`src/rtl/tx_msg_feeder.sv`:
```
// tx_msg_feeder: queues {sf, msg} entries and launches them one frame at a
// time into the DCSK transmitter, sequencing on its o_is_sending handshake and
// flagging a transmitter that never starts a launched frame.
module tx_msg_feeder #(
    parameter int DEPTH         = 8,
    parameter int START_TIMEOUT = 4
) (
    input  logic                   i_clk,
    input  logic                   i_arst_n,
    input  logic                   i_wr_en,
    input  logic [31:0]            i_wr_msg,
    input  logic [1:0]             i_wr_sf,
    input  logic                   i_en,
    input  logic                   i_is_sending,
    output logic                   o_send,
    output logic [31:0]            o_msg,
    output logic [1:0]             o_sf,
    output logic                   o_full,
    output logic                   o_empty,
    output logic [$clog2(DEPTH):0] o_count,
    output logic                   o_ovf,
    output logic                   o_timeout,
    input  logic                   i_clr_err
);

    localparam int AW = $clog2(DEPTH);
    localparam int CW = AW + 1;
    localparam int TW = $clog2(START_TIMEOUT + 1);

    localparam logic [2:0] ST_IDLE   = 3'd0;
    localparam logic [2:0] ST_LAUNCH = 3'd1;
    localparam logic [2:0] ST_WAIT   = 3'd2;
    localparam logic [2:0] ST_BUSY   = 3'd3;
    localparam logic [2:0] ST_GAP    = 3'd4;

    logic [33:0]   mem_r [DEPTH];
    logic [CW-1:0] wr_ptr_r;
    logic [CW-1:0] rd_ptr_r;
    logic [CW-1:0] count_r;
    logic [CW-1:0] count_s;
    logic          full_r;
    logic          empty_r;
    logic [2:0]    state_r;
    logic [2:0]    state_s;
    logic [TW-1:0] tmo_cnt_r;
    logic [TW-1:0] tmo_cnt_s;
    logic          send_r;
    logic [31:0]   msg_r;
    logic [1:0]    sf_r;
    logic          ovf_r;
    logic          timeout_r;
    logic          wr_accept_s;
    logic          pop_s;
    logic          tmo_event_s;
    logic [33:0]   head_s;

    // A pop in the same cycle never frees a slot for a write: gate on registered full.
    assign wr_accept_s = i_wr_en && !full_r;
    assign head_s      = mem_r[rd_ptr_r[AW-1:0]];

    // Launch sequencer: next state, pop strobe and start-timeout countdown.
    always_comb begin
        state_s     = state_r;
        tmo_cnt_s   = tmo_cnt_r;
        pop_s       = 1'b0;
        tmo_event_s = 1'b0;
        case (state_r)
            ST_IDLE: begin
                // A transmitter busy with someone else's frame blocks launch.
                if (i_en && !empty_r && !i_is_sending) begin
                    pop_s   = 1'b1;
                    state_s = ST_LAUNCH;
                end else begin
                    state_s = ST_IDLE;
                end
            end
            ST_LAUNCH: begin
                tmo_cnt_s = TW'(START_TIMEOUT);
                state_s   = ST_WAIT;
            end
            ST_WAIT: begin
                if (i_is_sending) begin
                    state_s = ST_BUSY;
                end else if (tmo_cnt_r <= TW'(1'b1)) begin
                    // Frame is dropped, not retried.
                    tmo_event_s = 1'b1;
                    tmo_cnt_s   = '0;
                    state_s     = ST_IDLE;
                end else begin
                    tmo_cnt_s = tmo_cnt_r - TW'(1'b1);
                end
            end
            ST_BUSY: begin
                if (!i_is_sending) begin
                    state_s = ST_GAP;
                end else begin
                    state_s = ST_BUSY;
                end
            end
            ST_GAP: begin
                state_s = ST_IDLE;
            end
            default: begin
                state_s = ST_IDLE;
            end
        endcase
    end

    // Occupancy after this cycle's accepted write and pop.
    always_comb begin
        count_s = count_r + CW'(wr_accept_s) - CW'(pop_s);
    end

    // FIFO storage; contents need no reset since pointers define validity.
    always_ff @(posedge i_clk) begin
        if (wr_accept_s) begin
            mem_r[wr_ptr_r[AW-1:0]] <= {i_wr_sf, i_wr_msg};
        end
    end

    // FIFO pointers and registered occupancy flags.
    always_ff @(posedge i_clk or negedge i_arst_n) begin
        if (!i_arst_n) begin
            wr_ptr_r <= '0;
            rd_ptr_r <= '0;
            count_r  <= '0;
            full_r   <= 1'b0;
            empty_r  <= 1'b1;
        end else begin
            if (wr_accept_s) begin
                wr_ptr_r <= wr_ptr_r + CW'(1'b1);
            end
            if (pop_s) begin
                rd_ptr_r <= rd_ptr_r + CW'(1'b1);
            end
            count_r <= count_s;
            full_r  <= (count_s == CW'(DEPTH));
            empty_r <= (count_s == '0);
        end
    end

    // Sequencer state, send pulse and the frame registers held until the next pop.
    always_ff @(posedge i_clk or negedge i_arst_n) begin
        if (!i_arst_n) begin
            state_r   <= ST_IDLE;
            tmo_cnt_r <= '0;
            send_r    <= 1'b0;
            msg_r     <= 32'h0000_0000;
            sf_r      <= 2'b00;
        end else begin
            state_r   <= state_s;
            tmo_cnt_r <= tmo_cnt_s;
            send_r    <= (state_r == ST_LAUNCH);
            if (pop_s) begin
                msg_r <= head_s[31:0];
                sf_r  <= head_s[33:32];
            end
        end
    end

    // Sticky error flags; a new error in the clear cycle keeps the flag set.
    always_ff @(posedge i_clk or negedge i_arst_n) begin
        if (!i_arst_n) begin
            ovf_r     <= 1'b0;
            timeout_r <= 1'b0;
        end else begin
            if (i_wr_en && full_r) begin
                ovf_r <= 1'b1;
            end else if (i_clr_err) begin
                ovf_r <= 1'b0;
            end
            if (tmo_event_s) begin
                timeout_r <= 1'b1;
            end else if (i_clr_err) begin
                timeout_r <= 1'b0;
            end
        end
    end

    assign o_send    = send_r;
    assign o_msg     = msg_r;
    assign o_sf      = sf_r;
    assign o_full    = full_r;
    assign o_empty   = empty_r;
    assign o_count   = count_r;
    assign o_ovf     = ovf_r;
    assign o_timeout = timeout_r;

endmodule

```
`config.mk`:
```
export PLATFORM = sky130hd
export DESIGN_NAME = tx_msg_feeder
export DESIGN_NICKNAME = d
export VERILOG_FILES = /design/src/rtl/tx_msg_feeder.sv
export SDC_FILE = /design/constraint.sdc
export NUM_CORES = 1
export LEC_CHECK = 0
export BUFFER_PORTS_ARGS = -buffer_cell sky130_fd_sc_hd__clkbuf_2
export CAP_MARGIN = 10
export CORE_UTILIZATION = 45
export DETAILED_ROUTE_END_ITERATION = 12
export PLACE_DENSITY = 0.67
export SYNTH_ARGS = -nofsm -noshare
export SYNTH_HDL_FRONTEND = slang
export SYNTH_SLANG_ARGS = --single-unit
```
`constraint.sdc`:
```
create_clock -name i_clk -period 7.3 [get_ports i_clk]
set_clock_uncertainty 0.05 [all_clocks]
set_input_delay 0.73 -clock i_clk [delete_from_list [all_inputs] [get_ports i_clk]]
set_output_delay 0.73 -clock i_clk [all_outputs]
set_load 0.02 [all_outputs]
```
-- After elaboration in Yosys (flattened, before gate mapping)
Memory sizes are Yosys's and may differ from the RTL's. A register that Yosys moved wholly into a read port is not among the register bits.
Index checks and enable logic that the tools add are counted.
- add/sub/neg operators: 5
- magnitude comparators: 1
- equal/unequal tests: 6
- mux-type cells: 18
- reductions and logical operators: 14
- operator list (cell ; number):
    $mux 3 ; 5
    $pmux 3 s4 ; 1
    $mux 1 ; 11
    $add 4x1->4 const B ; 2
    $eq 3x2->1 const B ; 2
    $pmux 3 s2 ; 1
    $reduce_bool 2->1 ; 3
    $add 4x1->4 ; 1
    $eq 4x4->1 const B ; 1
    $logic_and 1x1->1 ; 4
    $logic_not 1->1 ; 4
    $logic_not 4->1 ; 1
    $sub 4x1->4 ; 1
    $eq 3x1->1 const B ; 1
    $le 3x1->1 const B ; 1
    $logic_not 3->1 ; 1
    $ne 3x3->1 const B ; 1
    $sub 3x1->3 const B ; 1
    $ne 2x2->1 const B ; 1
    $reduce_and 2->1 ; 1
- bits in registers: 23
- RAM bits: 272
- input bits: 40
- word-level logic and storage cells: 55
- memories: 1
- memories (name ; words ; bits a word ; rd ports ; clocked after memory_dff ; wr ports ; line ; text):
    mem_r ; 8 ; 34 ; 1 ; 1 ; 1 ; 36 ; logic [33:0] mem_r [DEPTH];

-- Logic depth before layout (Yosys ltp)
Gate-level depths: netlist of run 1.
- word-level depth: 7
- mapped depth: 11

-- Worst setup path before layout of run 1
OpenSTA, ideal clock, no wires.
- path kind: input to register
- start: input port i_wr_en
- end: memory mem_r[0][0] (enable)
- library setup time: 467 ps
- arrival time: 3544 ps
- data required time: 6783 ps
- path slack: 3238 ps
- cell stages on the path: 4
- buffers on the path: 1
- path through: nor2b_1 -> clkbuf_1 -> nand2b_1 -> nor3_1
- word-level cells in the longest chain between the ends: 3
- ends and longest elaborated chain (item ; line ; text):
    start: declaration ; 10 ; input logic i_wr_en,
    $logic_and 1x1->1 ; 58 ; assign wr_accept_s = i_wr_en && !full_r;
    $mux 1 ; 116 ; if (wr_accept_s) begin
    $mux 1 (implied by the code) ; 117 ; mem_r[wr_ptr_r[AW-1:0]] <= {i_wr_sf, i_wr_msg};
    end: declaration ; 36 ;
No other way between the ends.

-- Worst setup path after layout of run 1
- start: register state_r[1]
- end: register full_r, in the netlist o_full
- word-level cells in the longest chain between the ends: 4
- ends and longest elaborated chain (item ; line ; text):
    start: declaration ; 43 ; logic [2:0] state_r;
    start signal: assignment ; 151 ; state_r <= state_s;
    $logic_not 3->1 ; 67 ; case (state_r)
    $mux 1 ; 67 ;
    $sub 4x1->4 ; 111 ; count_s = count_r + CW'(wr_accept_s) - CW'(pop_s);
    named net count_s[1] ; 40 ; logic [CW-1:0] count_s;
    $eq 4x4->1 ; 137 ; full_r <= (count_s == CW'(DEPTH));
    end signal: assignment ; 137 ;
    end: declaration ; 41 ; logic full_r;
The timed path passes the listed nets, and every way through them passes these cells.
A chain may end at the register's enable or synchronous reset.

==> results.md, run 1 <==
- Sw Share: 31.4%
- Initial antenna violation count: 1
- CP arrival: 3320 ps
- Post-route ant nets: 0
- Combinational share of power: 26.9%
- Number of hold buffers added after cts: 0
- Clock root buffer: clkbuf_16
- First-pass GRT wire length: 37800 um
- Ports: 83
- Dominant cells by area after synthesis: edfxtp_1, mux2i_1, dfrtp_1
- DP HPWL: 13500 um
- Largest net degree at the start of global routing: 103
- Final instance area: 14500 um2
- Syn_area_per_cell: 16.9 um2
- Setup CP Type: flop to flop
- Final nets: 903
- Asr flop ratio synth: 16.8%
- Worst IR Drop VDD: 0.252 mV
- Post-cts sizing count: 0
- Postcts setup bufs: 0
- Drt initial violations: 516
- Post-synth EDFFs: 272
- Reg2Reg Depth: 11
- Final setup TNS: 0 ps
- Post-DP Area: 13500 um2
- RSZ-0062 raised after global routing: no
- Vias: 6625
- CTS Buf Count: 34
- Cell variety after synth: 39
- Synth warn: 0
- Routed vias/inst: 5.26
- # port buffers: 82
- H-tree depth: 2
- Final core utilization: 52.2%
- Leakage power: 5.55 nW
- Fraction of layout cells with a size suffix above 1: 17.9%
- Rows: 61
- Internal power: 0.00395 W
- Reg clk slew, reported paths: 60 ps
- P_sw: 0.00181 W
- Crit start category: flop
- Commonest non-fill, non-tap cell in the layout: edfxtp_1
- Sequential Power Share: 44.8%
- CTS tree: done
- Slew Limit Fails: 0
- Initial Utilization: 45.8%
- Core Box Area: 27900 um2
- Worst slew pin tran: 888 ps
- Final wirelength: 23900 um
- Syn nets: 805
- Die Area: 29100 um2
- Critical path required time: 7680 ps
- Largest area contributor in the netlist: edfxtp_1
- Area growth, synth to finish: 13.9%
- GRT overflow: 0
- Die height: 170 um
- Die W: 170 um
- Skew-Pair Late Insertion Delay: 510 ps
- Final Cycle Share: 40.3%
- Synth Flop Type: edfxtp_1
- Total track usage: 17.1%
- CTS max path bufs: 3
- Wire per inst: 19.0 um
- Status: finished clean
- Worst-path fanout max: 38
- Synthesized flop and latch total: 327
- HP Class: primary input to async pin
- Routability Congestion: 0.694
- Clock sink count: 327
- Slew margin rel.: 40.7%
- Endpoints failing hold: 0
- Cell Count, Final, Fillers Out: 1260
- Setup violators final: 0
- # DRC: 0
- Total power: 0.00576 W
- Sequential-to-total area share from yosys stat: 74.7%
- Top-area cell type share of the netlist area: 63.9%
- Worst setup EP type: flop
- Post-synthesis cell area: 12800 um2
- Fin crit period: 2940 ps
- Max-Cap Viols: 0
- DR pass1 iterations: 4
- Commonest cells after routing, fill and taps aside: edfxtp_1, mux2i_1, nand2_1
- Vias in the first global route: 6678
- Layout filler cell count: 2296
- Clk pwr share: 28.3%
- Power Dens Cells: 396 nW/um2
- Post-Synthesis Cells: 757
- Peak Freq: 0.340 GHz
- Placed Cells incl. Taps: 1197
-- path summary, 6_finish.rpt --
path	from	endpoint	slack, ps
worst min register to register	o_msg[22]	o_msg[22]	420
min in group i_clk	i_clr_err	o_timeout	390
worst max register to register	state_r[1]	o_full	4360
worst min-delay path	i_arst_n	o_msg[21]	350
max in group asynchronous	i_arst_n	rd_ptr_r[0]	6250
worst max-delay path	state_r[1]	o_full	4360
-- synth_stat cells (2+ instances only) --
| cell | number |
|---|---|
| nand3_1 | 35 |
| nor2_1 | 10 |
| edfxtp_1 | 272 |
| dfrtp_1 | 54 |
| mux2i_1 | 136 |
| xnor2_1 | 6 |
| nor3_1 | 2 |
| buf_2 | 16 |
| buf_8 | 3 |
| clkbuf_1 | 3 |
| a21o_1 | 2 |
| a22oi_1 | 68 |
| nor2b_1 | 5 |
| o21ai_0 | 3 |
| buf_12 | 8 |
| buf_6 | 7 |
| ha_1 | 7 |
| inv_1 | 11 |
| o21ai_1 | 2 |
| nand2b_1 | 6 |
| nand2_1 | 83 |
-- power groups by stage --
stage	Sequential, W	Clock (W)	Combinational (W)
global placement	0.00261	0	0.00155
finish	0.00258	0.00163	0.00155
CTS	0.00258	0.00166	0.00158
detailed placement	0.00262	0	0.00157
floorplan	0.00268	0	0.00115
global route	0.00262	0.00175	0.00171
-- registers in the layout, summed over array words and instances, names as in the netlist, 2 cells and up --
| signal | count |
|---|---|
| tmo_cnt_r | 3 |
| rd_ptr_r | 3 |
| o_count | 4 |
| state_r | 3 |
| wr_ptr_r | 3 |
| o_sf | 2 |
| o_msg | 32 |
| mem_r | 272 |
-- routing by layer --
layer	vias up	track usage, %	share of wire, %
li1	3091	-	-
met1	3325	23.9	46
met2	164	27.4	47
met3	43	3.37	4.9
met4	2	4.90	1.9
met5	-	0	0.059
-- layout make-up --
cell class | instances | area, um2 | area share [%]
Timing Repair Buffer | 100 | 558 | 3.84
Multi-Input combinational cell | 381 | 2870 | 19.7
Clock buffer | 55 | 993 | 6.83
Antenna cell | 1 | 2.50 | 0.0172
Inverter | 11 | 41.3 | 0.284
Clock inverter | 7 | 62.6 | 0.430
Sequential cell | 327 | 9550 | 65.7
Tap cell | 378 | 473 | 3.25
-- kinds of logic after synthesis --
logic type | synth area share, %
compound gates | 4.65
xor+xnor | 0.480
fa+ha+maj | 0.842
buf+inv | 3.32
flops | 74.7
mux | 10.7
simple gates | 5.22
-- worst max-delay path, cell delays in order (launching register included) --
cell and delay, ps:
dfrtp_1 420, nor2_1 190, and4b_1 210, buf_4 460, nand2b_1 180, nand2_1 100, ha_1 160, inv_1 60
fa_1 490, inv_1 50, or3_1 380, nor2b_1 110
-- through the flow --
| step | hold slack [ps] | setup slack [ps] |
|---|---|---|
| after global placement | 410 | 4050 |
| after CTS | 374 | 4350 |
| after global routing | 368 | 4150 |
| after floorplan | 384 | 3240 |
| final | 350 | 4360 |
| after detailed placement | 413 | 3980 |
Power figures use the tool's default switching activity.
==> run 2, diff against run 1 <==
Clock period 7.3 ns to 2.9 ns, I/O delays scaled along.
==> run 2 against run 1 <==
Cell count up 1.2%. First-iteration DRC count is 36% lower. Non-clock buffer count rose by 14. Clock power grew to 2.6 times the previous value. Register-to-register slack worse by 3900 ps. Design area grew 2.0%. Critical path depth fell by 1. Maximum frequency up 21%. Global-route usage grew 0.42 points. Routed wire length grew 2.9%. Combinational power increased to 2.7 times the previous value. Flip-flop and latch count is the same. Critical path type unchanged.
==> results.md, run 2 (synthesis results as in run 1) <==
- Status: finished clean
- Core Box Area: 27900 um2
- Max incr delay on CP: 500 ps
- First-pass GRT wire length: 37900 um
- CTS max path bufs: 3
- Clock root buffer: clkbuf_16
- Leakage power: 5.69 nW
- Drt initial violations: 331
- Ports: 83
- Final setup TNS: 0 ps
- Cell Count, Final, Fillers Out: 1275
- RSZ-0062 raised after global routing: no
- Vias in the first global route: 6600
- Total track usage: 17.6%
- Setup violators final: 0
- Power Dens Cells: 1000 nW/um2
- Skew-Pair Late Insertion Delay: 500 ps
- Commonest non-fill, non-tap cell in the layout: edfxtp_1
- Routed vias/inst: 5.13
- Die height: 170 um
- Reg clk slew, reported paths: 60 ps
- Vias: 6537
- DP HPWL: 14000 um
- Worst-path fanout max: 7
- Cell mode on critical path: inv_1
- Slew margin rel.: 56.1%
- Routability Congestion: 0.760
- Peak Freq: 0.412 GHz
- Final core utilization: 53.2%
- Placed Cells incl. Taps: 1205
- H-tree depth: 2
- Min Hold Slack: 15.0 ps
- CTS tree: done
- # port buffers: 82
- Largest net degree at the start of global routing: 60
- Crit start category: flop
- DR pass1 iterations: 5
- Slowest CP cell: fa_1
- Final Cycle Share: 83.8%
- Initial Utilization: 45.8%
- Commonest cells after routing, fill and taps aside: edfxtp_1, mux2i_1, nand2_1
- Uppermost layer routed: met4
- Fraction of layout cells with a size suffix above 1: 19.4%
- Met1 WL: 11500 um
- Die W: 170 um
- Endpoints failing hold: 0
- Worst setup EP type: flop
- Critical path required time: 3280 ps
- Slew Limit Fails: 0
- Max-Cap Viols: 0
- Crit path max-delay family: simple AND/OR/NAND/NOR gates
- Initial antenna violation count: 1
- Fin crit period: 2430 ps
- Area growth, synth to finish: 16.1%
- Max FFs per register: 272
- Worst-path cell chain: nor2_1 > and4b_1 > nand2b_1 > nand2_1 > ha_1 > inv_1 > fa_1 > inv_1 > or3_1 > nor2b_1
- Clock sink count: 327
- Setup CP Type: flop to flop
- Final nets: 918
- WP buf/inv: 2
- CP arrival: 2810 ps
- Worst slew pin tran: 657 ps
- Layout filler cell count: 2225
- Rows: 61
- Worst IR Drop VDD: 0.519 mV
- # DRC: 0
- Post-route ant nets: 0
- CTS Buf Count: 35
- Die Area: 29100 um2
- DR WL met3: 1010 um
- GRT overflow: 0
- WL met2: 11600 um
- Wire per inst: 19.3 um
- Final wirelength: 24600 um
- HP Class: primary input to flop
## run 2: cell type report
cell class	count	area, um2	area share [%]
flip-flops and latches	327	9550	64.4
multi-input cells	381	2880	19.4
clock buffers	45	986	6.65
repair buffers	114	766	5.16
well taps	378	473	3.19
clock inverters	18	138	0.928
inverters	11	41.3	0.278
diodes	1	2.50	0.0169
## run 2: path summary, 6_finish.rpt
check	start	endpoint	slack [ps]	cells after the start
max	state_r[1]	o_full	470	10
min	i_wr_msg[22]	mem_r[5][22]	10	1
max reg2reg	state_r[1]	o_full	470	10
min reg2reg	o_msg[25]	o_msg[25]	420	2
max in group asynchronous	i_arst_n	o_empty	1840	3
min in group asynchronous	i_arst_n	o_msg[25]	280	2
## run 2: stage by stage
step / power (W) / worst slack [ps] / cell area [um2]
floorplan: 0.00965 / 10.8 / 12800
CTS: 0.0150 / 465 / 14800
finish: 0.0149 / 471 / 14800
detailed placement: 0.0107 / 482 / 13600
global placement: 0.0106 / 570 / 13600
global route: 0.0156 / 228 / 14800
## run 2: power by group
part,switching [W],internal (W),leakage (nW)
combinational,0.00258,0.00159,1.99
sequential,0.000396,0.00602,3.15
clock,0.00171,0.00257,0.546
total,0.00469,0.0102,5.69
## run 2: what timing repair did
| action | in CTS | in global routing |
|---|---|---|
| gates resized for setup | 0 | 0 |
| buffers inserted | 0 | 0 |
| hold endpoints to repair | 34 | 0 |
| hold buffers | 6 | 0 |
| endpoints found under the setup margin | 0 | 0 |
## run 2: worst register-to-register path, stage by stage (launching register included)
cell and delay [ps]:
dfrtp_1 430, nor2_1 190, and4b_1 250, nand2b_1 100, nand2_1 70, ha_1 160, inv_1 60, fa_1 500
inv_1 50, or3_1 380, nor2b_1 120
## run 2: layer usage
layer  vias to the layer above  global-route usage (%)
met3                        43                    3.07
met5                         -                       0
met1                      3227                    23.9
met2                       145                    28.8
li1                       3122                       -
met4                         0                    5.29
